==> src/rtl/controle_ula_if.sv <==
// Request/result bundle between the control logic, the ALU result mux and controle_ula.
// The slave side is the sequencer; the master side is the requester plus the ALU.
interface controle_ula_if;
  logic       start;
  logic [2:0] op;
  logic [3:0] a;
  logic [3:0] b;
  logic [7:0] y_in;
  logic [3:0] opa;
  logic [3:0] opb;
  logic [2:0] sel;
  logic [7:0] resultado;
  logic       valido;
  logic       ocupado;
  logic       flag_zero;
  logic       erro;

  modport slave (
    input  start, op, a, b, y_in,
    output opa, opb, sel, resultado, valido, ocupado, flag_zero, erro
  );

  modport master (
    output start, op, a, b, y_in,
    input  opa, opb, sel, resultado, valido, ocupado, flag_zero, erro
  );
endinterface

==> src/rtl/controle_ula.sv <==
// Sequencer for the ALU result mux: latches a request, waits the per-opcode
// settle time, then captures the mux output and reports completion flags.
module controle_ula #(
  parameter int LAT_MUL = 4,
  parameter int LAT_DIV = 4
) (
  input logic           clk,
  input logic           rst,
  controle_ula_if.slave bus
);

  typedef enum logic [1:0] {OCIOSO, EXECUTA, CAPTURA} state_e;

  localparam logic [2:0] OP_MUL = 3'b100;
  localparam logic [2:0] OP_DIV = 3'b111;

  state_e     state_q;
  logic [3:0] cnt_q;
  logic       erroPend_q;
  logic [3:0] opa_q;
  logic [3:0] opb_q;
  logic [2:0] sel_q;
  logic [7:0] resultado_q;
  logic       valido_q;
  logic       ocupado_q;
  logic       flagZero_q;
  logic       erro_q;

  logic [3:0] latency_d;
  logic       divZero_d;
  logic [7:0] captured_d;

  always_comb begin
    latency_d = 4'd0;
    if (bus.op == OP_MUL) latency_d = 4'(LAT_MUL);
    else if (bus.op == OP_DIV) latency_d = 4'(LAT_DIV);
  end

  // A divide by zero skips the divider wait and reports a saturated result.
  assign divZero_d  = (bus.op == OP_DIV) && (bus.b == 4'd0);
  assign captured_d = erroPend_q ? 8'hFF : bus.y_in;

  always_ff @(posedge clk) begin
    if (rst) begin
      state_q     <= OCIOSO;
      cnt_q       <= 4'd0;
      erroPend_q  <= 1'b0;
      opa_q       <= 4'd0;
      opb_q       <= 4'd0;
      sel_q       <= 3'd0;
      resultado_q <= 8'd0;
      valido_q    <= 1'b0;
      ocupado_q   <= 1'b0;
      flagZero_q  <= 1'b0;
      erro_q      <= 1'b0;
    end else begin
      valido_q <= 1'b0;
      case (state_q)
        OCIOSO: begin
          if (bus.start) begin
            opa_q     <= bus.a;
            opb_q     <= bus.b;
            sel_q     <= bus.op;
            ocupado_q <= 1'b1;
            if (divZero_d) begin
              erroPend_q <= 1'b1;
              cnt_q      <= 4'd0;
              state_q    <= CAPTURA;
            end else begin
              erroPend_q <= 1'b0;
              cnt_q      <= latency_d;
              state_q    <= EXECUTA;
            end
          end
        end
        EXECUTA: begin
          if (cnt_q == 4'd0) state_q <= CAPTURA;
          else cnt_q <= cnt_q - 4'd1;
        end
        CAPTURA: begin
          resultado_q <= captured_d;
          flagZero_q  <= (captured_d == 8'd0);
          erro_q      <= erroPend_q;
          valido_q    <= 1'b1;
          ocupado_q   <= 1'b0;
          state_q     <= OCIOSO;
        end
        default: begin
          state_q   <= OCIOSO;
          ocupado_q <= 1'b0;
        end
      endcase
    end
  end

  assign bus.opa       = opa_q;
  assign bus.opb       = opb_q;
  assign bus.sel       = sel_q;
  assign bus.resultado = resultado_q;
  assign bus.valido    = valido_q;
  assign bus.ocupado   = ocupado_q;
  assign bus.flag_zero = flagZero_q;
  assign bus.erro      = erro_q;

endmodule
==> src/flat_wrapper.sv <==
// flat-port wrapper written by rule: the top's interface ports become plain ports
module controle_ula_flat 
#(
  parameter int LAT_MUL = 4,
  parameter int LAT_DIV = 4
)
  (clk, rst, bus_start, bus_op, bus_a, bus_b, bus_y_in, bus_opa, bus_opb, bus_sel, bus_resultado, bus_valido, bus_ocupado, bus_flag_zero, bus_erro);
  controle_ula_if bus_i ();
  input logic clk;
  input logic rst;
  input wire logic [$bits(bus_i.start)-1:0] bus_start;
  input wire logic [$bits(bus_i.op)-1:0] bus_op;
  input wire logic [$bits(bus_i.a)-1:0] bus_a;
  input wire logic [$bits(bus_i.b)-1:0] bus_b;
  input wire logic [$bits(bus_i.y_in)-1:0] bus_y_in;
  output wire logic [$bits(bus_i.opa)-1:0] bus_opa;
  output wire logic [$bits(bus_i.opb)-1:0] bus_opb;
  output wire logic [$bits(bus_i.sel)-1:0] bus_sel;
  output wire logic [$bits(bus_i.resultado)-1:0] bus_resultado;
  output wire logic [$bits(bus_i.valido)-1:0] bus_valido;
  output wire logic [$bits(bus_i.ocupado)-1:0] bus_ocupado;
  output wire logic [$bits(bus_i.flag_zero)-1:0] bus_flag_zero;
  output wire logic [$bits(bus_i.erro)-1:0] bus_erro;
  assign bus_i.start = bus_start;
  assign bus_i.op = bus_op;
  assign bus_i.a = bus_a;
  assign bus_i.b = bus_b;
  assign bus_i.y_in = bus_y_in;
  assign bus_opa = bus_i.opa;
  assign bus_opb = bus_i.opb;
  assign bus_sel = bus_i.sel;
  assign bus_resultado = bus_i.resultado;
  assign bus_valido = bus_i.valido;
  assign bus_ocupado = bus_i.ocupado;
  assign bus_flag_zero = bus_i.flag_zero;
  assign bus_erro = bus_i.erro;
  controle_ula #(.LAT_MUL(LAT_MUL), .LAT_DIV(LAT_DIV)) u_core (.clk(clk), .rst(rst), .bus(bus_i));
endmodule
==> config.mk <==
export PLATFORM = sky130hd
export DESIGN_NAME = controle_ula_flat
export DESIGN_NICKNAME = d
export VERILOG_FILES = /design/src/rtl/controle_ula_if.sv /design/src/rtl/controle_ula.sv /design/src/flat_wrapper.sv
export SDC_FILE = /design/constraint.sdc
export NUM_CORES = 1
export LEC_CHECK = 0
export BUFFER_PORTS_ARGS = -buffer_cell sky130_fd_sc_hd__buf_2
export CORE_MARGIN = 2
export CORE_UTILIZATION = 47
export CTS_CLUSTER_SIZE = 30
export DETAILED_ROUTE_END_ITERATION = 10
export PLACE_DENSITY = 0.84
export SLEW_MARGIN = 0
export SYNTH_ARGS = -nofsm -noshare
export SYNTH_HDL_FRONTEND = slang
export SYNTH_SLANG_ARGS = --single-unit
export TNS_END_PERCENT = 10
==> constraint.sdc <==
create_clock -name clk -period 2.1 [get_ports clk]
set_clock_uncertainty 0.15 [all_clocks]
set_input_delay 0.105 -clock clk [delete_from_list [all_inputs] [get_ports clk]]
set_output_delay 0.105 -clock clk [all_outputs]
set_load 0.005 [all_outputs]
==> results of run 1 <==
-- power by group --
part           internal [mW]  switching, mW
combinational          0.117          0.103
sequential             0.607         0.0305
clock                  0.229          0.198
-- area by class of cell --
cell class                 instances  area (µm²)  share of cell area, %
sequential                        30       600.6                  35.22
multi-input combinational         85       535.5                  31.40
tap                               30       37.54                  2.201
timing repair buffer              66       437.9                  25.68
clock buffer                       8       78.83                  4.622
inverter                           4       15.01                 0.8804
-- registers in the layout, summed over array words and instances, names as in the netlist --
| signal | cells |
|---|---|
| u_core.bus.opa | 4 |
| u_core.bus.erro | 1 |
| u_core.cnt_q | 4 |
| u_core.bus.flag_zero | 1 |
| u_core.bus.ocupado | 1 |
| u_core.bus.sel | 3 |
| u_core.bus.resultado | 8 |
| u_core.bus.valido | 1 |
| u_core.state_q | 2 |
| u_core.erroPend_q | 1 |
| u_core.bus.opb | 4 |
-- Yosys cell counts (all sizes together) --
library cell / count
o31ai: 1
dfxtp: 30
nor3b: 2
nand3: 1
ha: 1
nor4: 3
o21ba: 1
and3: 1
inv: 4
nor3: 2
buf: 6
a22o: 11
nor2: 6
o21bai: 1
o211ai: 1
xor2: 1
or2: 1
o21ai: 8
a21oi: 15
a211oi: 1
nor2b: 1
or3b: 1
nor4bb: 1
a21boi: 1
nand4: 1
nand2b: 2
clkbuf: 3
a221oi: 1
xnor2: 1
or4: 2
nand2: 11
a31oi: 1
o2111ai: 1
or3: 3
nor4b: 1
-- worst max-delay path: cells and delay by family, from the launching register on --
| family | cells | cell delay (ns) |
|---|---|---|
| compound gates | 1 | 0.25 |
| simple gates | 2 | 0.75 |
| flops | 1 | 0.57 |
-- layout by cell type (no fill, tap or decap), types with 2 or more instances in the layout --
cell and n:
clkbuf_8 3, clkbuf_4 5, o21ai_0 8, nor3_1 2
a21oi_1 15, a22o_1 11, nand2b_1 2, nand2_1 11
or3_1 3, dfxtp_1 30, or4_1 2, nor4_1 3
nor3b_1 2, dlygate4sd3_1 21, buf_2 44, nor2_1 6
inv_1 4
-- cells by family after synthesis --
family | Yosys count | synth area share, %
compound gates | 43 | 24.53
fa+ha+maj | 1 | 1.044
flops | 30 | 50.10
buf+inv | 13 | 5.218
simple gates | 39 | 17.64
xor+xnor | 2 | 1.462
-- through the flow --
stage / utilization, % / total power, mW
after floorplan: - / 0.7638
after global placement: 57.70 / 0.8230
after detailed placement: 57.70 / 0.8322
after CTS: 69.47 / 1.281
after global routing: 69.47 / 1.338
final: 69.47 / 1.284
-- routing by layer --
metal,GRT usage [%],vias up,wire (µm)
li1,-,600,-
met1,28.52,560,1325
met2,34.94,35,1597
met3,5.738,7,149
met4,11.67,0,47
met5,0,-,0
-- how the worst max path moves through the flow --
stage / endpoint / slack (ns) / depth (start not counted) / startpoint
after global placement: u_core.bus.opa[3]$_SDFFE_PP0P_ / 0.50 / 3 / u_core.state_q[0]$_SDFFE_PP0P_
after detailed placement: u_core.bus.opb[3]$_SDFFE_PP0P_ / 0.38 / 3 / u_core.state_q[0]$_SDFFE_PP0P_
after floorplan: u_core.cnt_q[3]$_SDFFE_PP0P_ / 0.57 / 5 / u_core.cnt_q[0]$_SDFFE_PP0P_
after CTS: u_core.bus.opa[0]$_SDFFE_PP0P_ / 0.37 / 3 / u_core.state_q[0]$_SDFFE_PP0P_
after global routing: u_core.cnt_q[2]$_SDFFE_PP0P_ / 0.23 / 5 / u_core.cnt_q[0]$_SDFFE_PP0P_
final: u_core.bus.opa[0]$_SDFFE_PP0P_ / 0.33 / 3 / u_core.state_q[0]$_SDFFE_PP0P_
==> summary.txt, run 1 <==
Outcome
  • Status: completed

Logic synthesis
  • Synth Instances: 128
  • Cell Area, Synth: 1199 µm²
  • Top cell type's share of synthesized area: 50.10%
  • Synthesis warning total: 0
  • Syn_nets: 151
  • Syn Area/Cell: 9.364 µm²
  • Netlist cell types: 36
  • Leading area contributor after synthesis: dfxtp_1
  • Largest cells by area after synthesis: dfxtp_1, a22o_1, a21oi_1
  • Post-synthesis sequential area ratio: 50.10%
  • Synth Register Bits: 30

CTS
  • CTS tree: yes
  • Reg clk slew, reported paths: 0.09 ns
  • Post-CTS Hold Fix Bufs: 21
  • Num CTS Buffers: 5
  • CTS Sinks: 30
  • H-tree Lvls: 2
  • Post-CTS sizing: 0
  • Insertion delay to the later sink of the worst-skew pair: 0.33 ns
  • Post-CTS setup buffers: 0
  • CTS Buffer Depth: 2
  • Root buf cell: clkbuf_4

STA
  • Final Hold Viols: 0
  • Sum Neg Setup Slack: 0 ns
  • Part of the cycle the worst path needs: 84.09%
  • Final Hold Slack: 0.3062 ns
  • Fin worst setup slack: 0.3341 ns
  • Worst Tran Pin Value: 0.7960 ns
  • RSZ-0062 raised after global routing: false
  • F_max: 566.3 MHz
  • Tmin final: 1.766 ns
  • Slew margin rel.: 46.74%
  • Max-slew violation count: 0
  • Final setup vio count: 0

Place
  • Placed Area: 1416 µm²
  • I/O Buffers: 44
  • GP Congestion: 0.7327
  • Pre-CTS setup slack: 0.3830 ns
  • Placed Instances: 194
  • HPWL Detailed: 1858 µm

Drt
  • Post-DRT Antenna Nets: 0
  • Drt pass-1 iters: 4
  • DR WL/cell: 13.99 µm
  • Vias per inst: 5.390
  • DRC: 0
  • Total length of routed wires: 3120 µm
  • DRT iter0 DRCs: 26
  • Via count: 1202

Global route
  • Largest net degree at the start of global routing: 21
  • Initial antenna violation count: 0
  • GRT Overall Usage: 22.46%
  • Vias in the first global route: 1072
  • First-pass GRT wire length: 4629 µm
  • GRT Residual Overflow: 0

Die
  • Die W: 54.50 µm
  • Std cell rows: 18
  • Full die area: 2970 µm²
  • I/O pin cnt: 45
  • CORE AREA: 2455 µm²
  • Initial core utilization: 48.83%
  • Die Y: 54.50 µm

Worst setup path
  • Worst path max stage delay: 0.63 ns
  • Worst R2R Path Depth: 3
  • FF-to-FF Start: u_core.state_q[0]$_SDFFE_PP0P_
  • Worst EP arrival: 1.89 ns
  • FF-to-FF End: u_core.bus.opa[0]$_SDFFE_PP0P_
  • CP Max Fanout: 12
  • CP Capture Type: flop
  • CP Data Required Time: 2.23 ns
  • Crit path kind: reg2reg
  • Startpoint types: flop
  • R2R Setup Slk: 0.33 ns
  • Critical-path cell list: nor3b_1, nor2_1, a22o_1
  • Slowest cell on the critical path: nor2_1

Layout
  • N_diodes: 0
  • Fin area: 1705 µm²
  • Fillers: 183
  • Nets@finish: 215
  • Share of layout cells above drive strength 1: 29.53%
  • Final non-filler cell total: 223
  • P&R area growth vs syn: 42.28%

Pwr
  • Max IR drop VDD: 707.5 µV
  • P per Cell Area: 752.8 nW/µm²
  • P_leak: 0.7476 nW

Worst hold path
  • Hold Path End: u_core.bus.resultado[5]$_SDFFE_PP0P_
  • Hold wc startpoint: u_core.bus.resultado[5]$_SDFFE_PP0P_
  • Hold Path Cell Cnt: 2
  • Worst hold path type: reg2reg

Job
  • MaxCap Viol Count: 0
No activity file was read; power rests on OpenSTA's default activity.
==> inputs of run 2 (changes only) <==
--- a/config.mk
+++ b/config.mk
@@ -7,10 +7,10 @@
 export LEC_CHECK = 0
 export BUFFER_PORTS_ARGS = -buffer_cell sky130_fd_sc_hd__buf_2
 export CORE_MARGIN = 2
-export CORE_UTILIZATION = 47
+export CORE_UTILIZATION = 43
 export CTS_CLUSTER_SIZE = 30
 export DETAILED_ROUTE_END_ITERATION = 10
-export PLACE_DENSITY = 0.84
+export PLACE_DENSITY = 0.81
 export SLEW_MARGIN = 0
 export SYNTH_ARGS = -nofsm -noshare
 export SYNTH_HDL_FRONTEND = slang
==> constraint.sdc (replaced) <==
create_clock -name clk -period 1.5 [get_ports clk]
set_clock_uncertainty 0.15 [all_clocks]
set_input_delay 0.075 -clock clk [delete_from_list [all_inputs] [get_ports clk]]
set_output_delay 0.075 -clock clk [all_outputs]
set_load 0.005 [all_outputs]
==> run 2 against run 1 <==
  * The flow now finishes with violations (setup timing)
  * Combinational power grew 72%
  * Via count up 6.2%
  * First-iteration DRC count up 19%
  * Fmax is 15% higher
  * Die area is 8.6% higher
  * Clock-buffer cell count shrank 1
  * Non-clock buffer count rose by 5
  * Critical path depth unchanged
  * Sequential power grew 41%
  * Setup slack worse by 0.38 ns
  * Critical endpoint is now u_core.cnt_q[3]$_SDFFE_PP0P_
  * Highest routed layer unchanged
==> summary.txt, run 2 (synthesis results as in run 1) <==
STA
  • Sum Neg Setup Slack: -0.04174 ns (-0.04174 ns)
  • Fin worst setup slack: -0.04174 ns (-0.3758 ns)
  • Part of the cycle the worst path needs: 102.8% (+19 points)
  • Final Hold Viols: 0 (unchanged)
  • Final setup vio count: 1 (+1)
  • F_max: 648.6 MHz (+15%)
  • Worst Tran Pin Value: 0.4688 ns (-0.3272 ns)
  • Max-slew violation count: 0 (unchanged)
  • Slew margin rel.: 68.72% (+22 points)
  • RSZ-0062 raised after global routing: true
  • Tmin final: 1.542 ns (-0.2242 ns)

Drt
  • DRC: 0 (unchanged)
  • Vias per inst: 5.596 (+3.8%)
  • Post-DRT Antenna Nets: 0 (unchanged)
  • Drt pass-1 iters: 4 (unchanged)
  • Via count: 1276 (+6.2%)
  • DRT iter0 DRCs: 31 (+19%)
  • DR WL/cell: 15.53 µm (+11%)
  • Total length of routed wires: 3540 µm (+13%)

Layout
  • Commonest non-fill, non-tap cell in the layout: buf_2
  • P&R area growth vs syn: 48.02%
  • Nets@finish: 220 (+2.3%)
  • Final non-filler cell total: 228 (+2.2%)
  • Fillers: 204 (+11%)
  • Most frequent cells in the layout: buf_2, dfxtp_1, dlygate4sd3_1
  • N_diodes: 0 (unchanged)
  • Max reg flops: 8 (unchanged)
  • Share of layout cells above drive strength 1: 36.55% (+7.0 points)

CTS
  • CTS tree: yes
  • Insertion delay to the later sink of the worst-skew pair: 0.32 ns (about the same)
  • CTS Buffer Depth: 2 (unchanged)
  • H-tree Lvls: 2 (unchanged)
  • Root buf cell: clkbuf_4
  • CTS Sinks: 30 (unchanged)
  • Num CTS Buffers: 5 (unchanged)
  • Reg clk slew, reported paths: 0.09 ns (about the same)

Worst hold path
  • Worst hold path type: in2reg
  • Hold Path Cell Cnt: 3 (+1)
  • Hold Path End: u_core.state_q[1]$_SDFFE_PP0P_
  • Hold wc startpoint: bus_start

Pwr
  • Sw Share: 27.45% (+1.6 points)
  • P per Cell Area: 960.6 nW/µm² (+28%)
  • P_leak: 0.7646 nW (+2.3%)
  • Power share of the clock group: 25.1% (-8.1 points)
  • Comb pwr share: 22.3% (+5.2 points)
  • Sw power: 0.4679 mW (+41%)
  • Pint: 1.236 mW (+30%)
  • Max IR drop VDD: 640.0 µV (-9.5%)
  • Sequential share of power: 52.6% (+3.0 points)

Worst setup path
  • Startpoint types: flop
  • FF-to-FF Start: u_core.cnt_q[0]$_SDFFE_PP0P_
  • Worst R2R Path Depth: 3 (unchanged)
  • Crit path kind: reg2reg
  • Worst EP arrival: 1.65 ns (-0.24 ns)
  • FF-to-FF End: u_core.cnt_q[3]$_SDFFE_PP0P_
  • CP Max Fanout: 4 (-8)
  • Slowest cell on the critical path: or4_1
  • CP Capture Type: flop
  • R2R Setup Slk: -0.04 ns (-0.38 ns)
  • Worst path max stage delay: 0.47 ns (-0.16 ns)
  • Critical-path cell list: or3_4, or4_1, a21boi_1
  • CP Data Required Time: 1.61 ns (-0.62 ns)

Place
  • Pre-CTS setup slack: -0.1489 ns (-0.5319 ns)
  • I/O Buffers: 44 (unchanged)
  • HPWL Detailed: 2083 µm (+12%)
  • Placed Instances: 201 (+3.6%)
  • GP Congestion: 0.7585 (+3.5%)

Die
  • Initial core utilization: 44.23% (-4.6 points)
  • CORE AREA: 2710 µm² (+10%)
  • Die W: 56.80 µm (+4.2%)
  • Full die area: 3226 µm² (+8.6%)
  • I/O pin cnt: 45 (unchanged)
  • Die Y: 56.80 µm (+4.2%)
  • Std cell rows: 19 (+1)

Global route
  • Vias in the first global route: 1314 (+23%)
  • Largest net degree at the start of global routing: 19 (-9.5%)
  • First-pass GRT wire length: 5754 µm (+24%)
  • GRT Overall Usage: 23.04% (+0.58 points)
  • Initial antenna violation count: 0 (unchanged)
  • GRT Residual Overflow: 0 (unchanged)

Outcome
  • Status: finished, violations left
  • Failing checks: setup timing

Job
  • MaxCap Viol Count: 0 (unchanged)
-- run 2: cell count changes in the layout (fill, tap and decap cells not counted), sizes merged --
| cell | previous run | this run |
|---|---|---|
| dlygate4sd3 | 21 | 20 |
| clkbuf | 8 | 7 |
| buf | 45 | 51 |
-- run 2: how the worst max path moves through the flow --
stage	from	end	slack, ns	cells after the start
2_1_floorplan	u_core.cnt_q[0]$_SDFFE_PP0P_	u_core.cnt_q[3]$_SDFFE_PP0P_	0.02	5
3_3_place_gp	u_core.cnt_q[0]$_SDFFE_PP0P_	u_core.cnt_q[3]$_SDFFE_PP0P_	-0.007	5
3_5_place_dp	u_core.cnt_q[0]$_SDFFE_PP0P_	u_core.cnt_q[0]$_SDFFE_PP0P_	-0.15	5
4_1_cts	u_core.cnt_q[0]$_SDFFE_PP0P_	u_core.cnt_q[3]$_SDFFE_PP0P_	-0.06	3
5_1_grt	u_core.cnt_q[0]$_SDFFE_PP0P_	u_core.cnt_q[3]$_SDFFE_PP0P_	-0.09	3
6_report	u_core.cnt_q[0]$_SDFFE_PP0P_	u_core.cnt_q[3]$_SDFFE_PP0P_	-0.04	3
-- run 2: power by group through the flow --
| stage | Clock, mW | Combinational (mW) | Sequential (mW) |
|---|---|---|---|
| after global placement | 0 | 0.282 | 0.901 |
| after global routing | 0.464 | 0.410 | 0.904 |
| final | 0.428 | 0.379 | 0.897 |
| after detailed placement | 0 | 0.297 | 0.906 |
| after floorplan | 0 | 0.171 | 0.899 |
| after CTS | 0.429 | 0.356 | 0.895 |
-- run 2: worst max-delay path, delay by kind of cell, from the launching register on --
kind | cells | cell delay (ns)
simple gates | 2 | 0.85
flops | 1 | 0.34
compound gates | 1 | 0.13
-- run 2: through the flow --
| stage | util [%] | cell area (µm²) | hold WS [ns] | power (mW) |
|---|---|---|---|---|
| after floorplan | - | 1201 | 0.05050 | 1.070 |
| after global placement | 54.52 | 1478 | 0.1351 | 1.183 |
| after detailed placement | 54.52 | 1478 | 0.1488 | 1.202 |
| after CTS | 64.73 | 1754 | 0.01033 | 1.680 |
| after global routing | 65.47 | 1774 | 0.03183 | 1.778 |
| final | 65.47 | 1774 | 0.01513 | 1.704 |
-- run 2: cell type report --
cell class	instances	area, µm²	share of cell area (%)
clock buffer	7	45.04	2.539
inverter	4	15.01	0.8463
multi-input combinational	85	584.3	32.93
sequential	30	605.6	34.13
tap	31	38.79	2.186
timing repair buffer	71	485.5	27.36
-- run 2: metal layers --
metal | up-vias | GRT usage, % | wire length [µm]
met3 | 12 | 5.069 | 143
met1 | 620 | 25.89 | 1408
li1 | 608 | - | -
met2 | 36 | 39.70 | 1856
met4 | 0 | 13.29 | 131
met5 | - | 0 | 0
-- run 2: repair_timing --
item,in CTS,in global routing
endpoints found under the setup margin,16,18
resized for setup,8,5
setup buffers,0,0
hold buffers,20,0
pin swaps,2,2
endpoints found under the hold margin,23,0
==> inputs of run 3 (changes only) <==
--- a/config.mk
+++ b/config.mk
@@ -7,10 +7,11 @@
 export LEC_CHECK = 0
 export BUFFER_PORTS_ARGS = -buffer_cell sky130_fd_sc_hd__buf_2
 export CORE_MARGIN = 2
-export CORE_UTILIZATION = 43
+export CORE_UTILIZATION = 45
+export CTS_BUF_LIST = sky130_fd_sc_hd__clkbuf_4 sky130_fd_sc_hd__clkbuf_8
 export CTS_CLUSTER_SIZE = 30
 export DETAILED_ROUTE_END_ITERATION = 10
-export PLACE_DENSITY = 0.81
+export PLACE_DENSITY = 0.84
 export SLEW_MARGIN = 0
 export SYNTH_ARGS = -nofsm -noshare
 export SYNTH_HDL_FRONTEND = slang
==> run 3 against run 2 <==
  * The run still ends with setup timing left
  * Non-clock buffer count grew 2
  * Design area grew 3.5%
  * Routed wire length grew 13%
  * Clock power grew 21%
  * Fmax is essentially flat
  * Global-route usage grew 1.7 points
  * Sequential power grew 0.8%
  * Power grew 7.6%
  * First-iteration DRC count grew 130%
  * Critical path depth grew 2
  * Largest cell class is now multi-input combinational cells
==> summary.txt, run 3 (synthesis results as in run 1) <==
Worst setup path
  • Critical-path cell list: dlygate4sd3_1, buf_2, or4_1, o2111ai_1, a221oi_2
  • Slowest cell on the critical path: dlygate4sd3_1
  • CP Capture Type: flop
  • Worst EP arrival: 1.60 ns (-0.05 ns)
  • Crit path kind: in2reg
  • WP depth: 5 (+2)
  • Worst path max stage delay: 0.56 ns (+0.09 ns)
  • Startpoint types: primary input
  • CP bufs+invs: 2 (+2)
  • CP Max Fanout: 3 (-1)
  • FF-to-FF Start: u_core.cnt_q[1]$_SDFFE_PP0P_
  • R2R Setup Slk: -0.04 ns (about the same)
  • Largest delay share family, worst path: buffers and inverters
  • Worst R2R Path Depth: 3 (unchanged)
  • FF-to-FF End: u_core.cnt_q[3]$_SDFFE_PP0P_
  • CP Data Required Time: 1.56 ns (-0.05 ns)

Layout
  • Most frequent cells in the layout: buf_2, dfxtp_1, dlygate4sd3_1
  • Fin area: 1836 µm² (+3.5%)
  • Max reg flops: 8 (unchanged)
  • N_diodes: 0 (unchanged)
  • Final Core Density: 73.42% (+8.0 points)
  • Final non-filler cell total: 230 (+0.88%)
  • Share of layout cells above drive strength 1: 39.50% (+3.0 points)
  • Nets@finish: 222 (+0.91%)
  • P&R area growth vs syn: 53.13%
  • Commonest non-fill, non-tap cell in the layout: buf_2

STA
  • Tmin final: 1.541 ns (-0.001124 ns)
  • Part of the cycle the worst path needs: 102.7% (about the same)
  • F_max: 649.1 MHz (about the same)
  • RSZ-0062 raised after global routing: true
  • Max-slew violation count: 0 (unchanged)
  • Final setup vio count: 2 (+1)
  • Final Hold Viols: 0 (unchanged)
  • Fin worst setup slack: -0.04062 ns (+0.001124 ns)
  • Worst Tran Pin Value: 0.4071 ns (-0.06171 ns)
  • Slew margin rel.: 72.86% (+4.1 points)
  • Final Hold Slack: 0.2763 ns (+0.2612 ns)

Place
  • Placed Area: 1476 µm² (about the same)
  • Placed Instances: 200 (-0.50%)
  • GP Congestion: 0.8286 (+9.2%)
  • I/O Buffers: 44 (unchanged)
  • Pre-CTS setup slack: -0.1003 ns (+0.04866 ns)
  • HPWL Detailed: 2056 µm (-1.3%)

Global route
  • Initial antenna violation count: 0 (unchanged)
  • GRT Residual Overflow: 0 (unchanged)
  • First-pass GRT wire length: 6085 µm (+5.8%)
  • Vias in the first global route: 1358 (+3.3%)
  • GRT Overall Usage: 24.72% (+1.7 points)
  • Largest net degree at the start of global routing: 19 (unchanged)

CTS
  • CTS Buffer Depth: 2 (unchanged)
  • Reg clk slew, reported paths: 0.09 ns (about the same)
  • Num CTS Buffers: 5 (unchanged)
  • CTS tree: yes
  • CTS Sinks: 30 (unchanged)
  • Insertion delay to the later sink of the worst-skew pair: 0.33 ns (about the same)
  • H-tree Lvls: 2 (unchanged)
  • Root buf cell: clkbuf_4

Drt
  • Top sig layer: met4
  • DRC: 0 (unchanged)
  • Drt pass-1 iters: 4 (unchanged)
  • Total length of routed wires: 4014 µm (+13%)
  • Met3 wire length: 177 µm (+24%)
  • Post-DRT Antenna Nets: 0 (unchanged)
  • Vias per inst: 5.835 (+4.3%)
  • DR WL/cell: 17.45 µm (+12%)
  • DRT iter0 DRCs: 71 (+130%)
  • Met1 wire length: 1613 µm (+15%)
  • Via count: 1342 (+5.2%)
  • Met2 wire len: 2061 µm (+11%)

Die
  • Initial core utilization: 47.95% (+3.7 points)
  • Full die area: 3092 µm² (-4.1%)
  • CORE AREA: 2500 µm² (-7.8%)
  • Std cell rows: 18 (-1)
  • I/O pin cnt: 45 (unchanged)
  • Die W: 55.61 µm (-2.1%)
  • Die Y: 55.61 µm (-2.1%)

Outcome
  • Failing checks: setup timing
  • Status: finished, violations left

Worst hold path
  • Worst hold path type: in2reg
  • Hold wc startpoint: bus_b[1]
  • Hold Path Cell Cnt: 4 (+1)
  • Hold Path End: u_core.cnt_q[2]$_SDFFE_PP0P_

Pwr
  • P per Cell Area: 999.4 nW/µm² (+4.0%)
  • Max IR drop VDD: 845.6 µV (+32%)
  • P_leak: 0.7992 nW (+4.5%)

Job
  • MaxCap Viol Count: 0 (unchanged)
run 3: cell type report:
type / instances / area, µm²
clock inverters: 1 / 5.005
well taps: 30 / 37.54
fillers: 167 / 664.4
repair buffers: 73 / 503.0
inverters: 4 / 15.01
multi-input cells: 85 / 609.3
flip-flops and latches: 30 / 606.8
clock buffers: 7 / 58.81
run 3: routing by layer:
metal / track usage, % / vias to the layer above
li1: - / 611
met3: 6.977 / 24
met5: 0 / -
met4: 12.20 / 0
met1: 29.18 / 645
met2: 40.99 / 62
run 3: worst max path at each step:
stage | startpoint | slack (ns) | endpoint
after floorplan | u_core.cnt_q[0]$_SDFFE_PP0P_ | 0.02 | u_core.cnt_q[3]$_SDFFE_PP0P_
after global placement | u_core.cnt_q[0]$_SDFFE_PP0P_ | -0.002 | u_core.cnt_q[3]$_SDFFE_PP0P_
after detailed placement | u_core.cnt_q[0]$_SDFFE_PP0P_ | -0.10 | u_core.cnt_q[3]$_SDFFE_PP0P_
after CTS | u_core.cnt_q[1]$_SDFFE_PP0P_ | -0.05 | u_core.cnt_q[3]$_SDFFE_PP0P_
after global routing | u_core.cnt_q[0]$_SDFFE_PP0P_ | -0.10 | u_core.cnt_q[3]$_SDFFE_PP0P_
final | bus_b[0] | -0.04 | u_core.cnt_q[2]$_SDFFE_PP0P_
run 3: metrics by stage:
| stage | total power, mW | setup TNS [ns] |
|---|---|---|
| floorplan | 1.070 | 0 |
| global placement | 1.182 | -0.002194 |
| detailed placement | 1.201 | -0.9037 |
| CTS | 1.769 | -0.1131 |
| global route | 1.908 | -0.2547 |
| finish | 1.834 | -0.07842 |
run 3: repair_timing:
action	in CTS	in global routing
hold buffers	20	1
buffers inserted	1	0
endpoints found under the setup margin	16	19
pin swaps	3	1
endpoints found under the hold margin	25	2
resized for setup	6	12
run 3: worst reg2reg max path, cell delays in order (launching register included):
cell,delay (ns)
dfxtp_2,0.34
or3_4,0.38
or4_1,0.47
a21boi_1,0.13
run 3: where the power goes:
part / internal (mW) / switching, mW
Clock: 0.245 / 0.272
Combinational: 0.224 / 0.191
Sequential: 0.852 / 0.0514
Total: 1.32 / 0.514
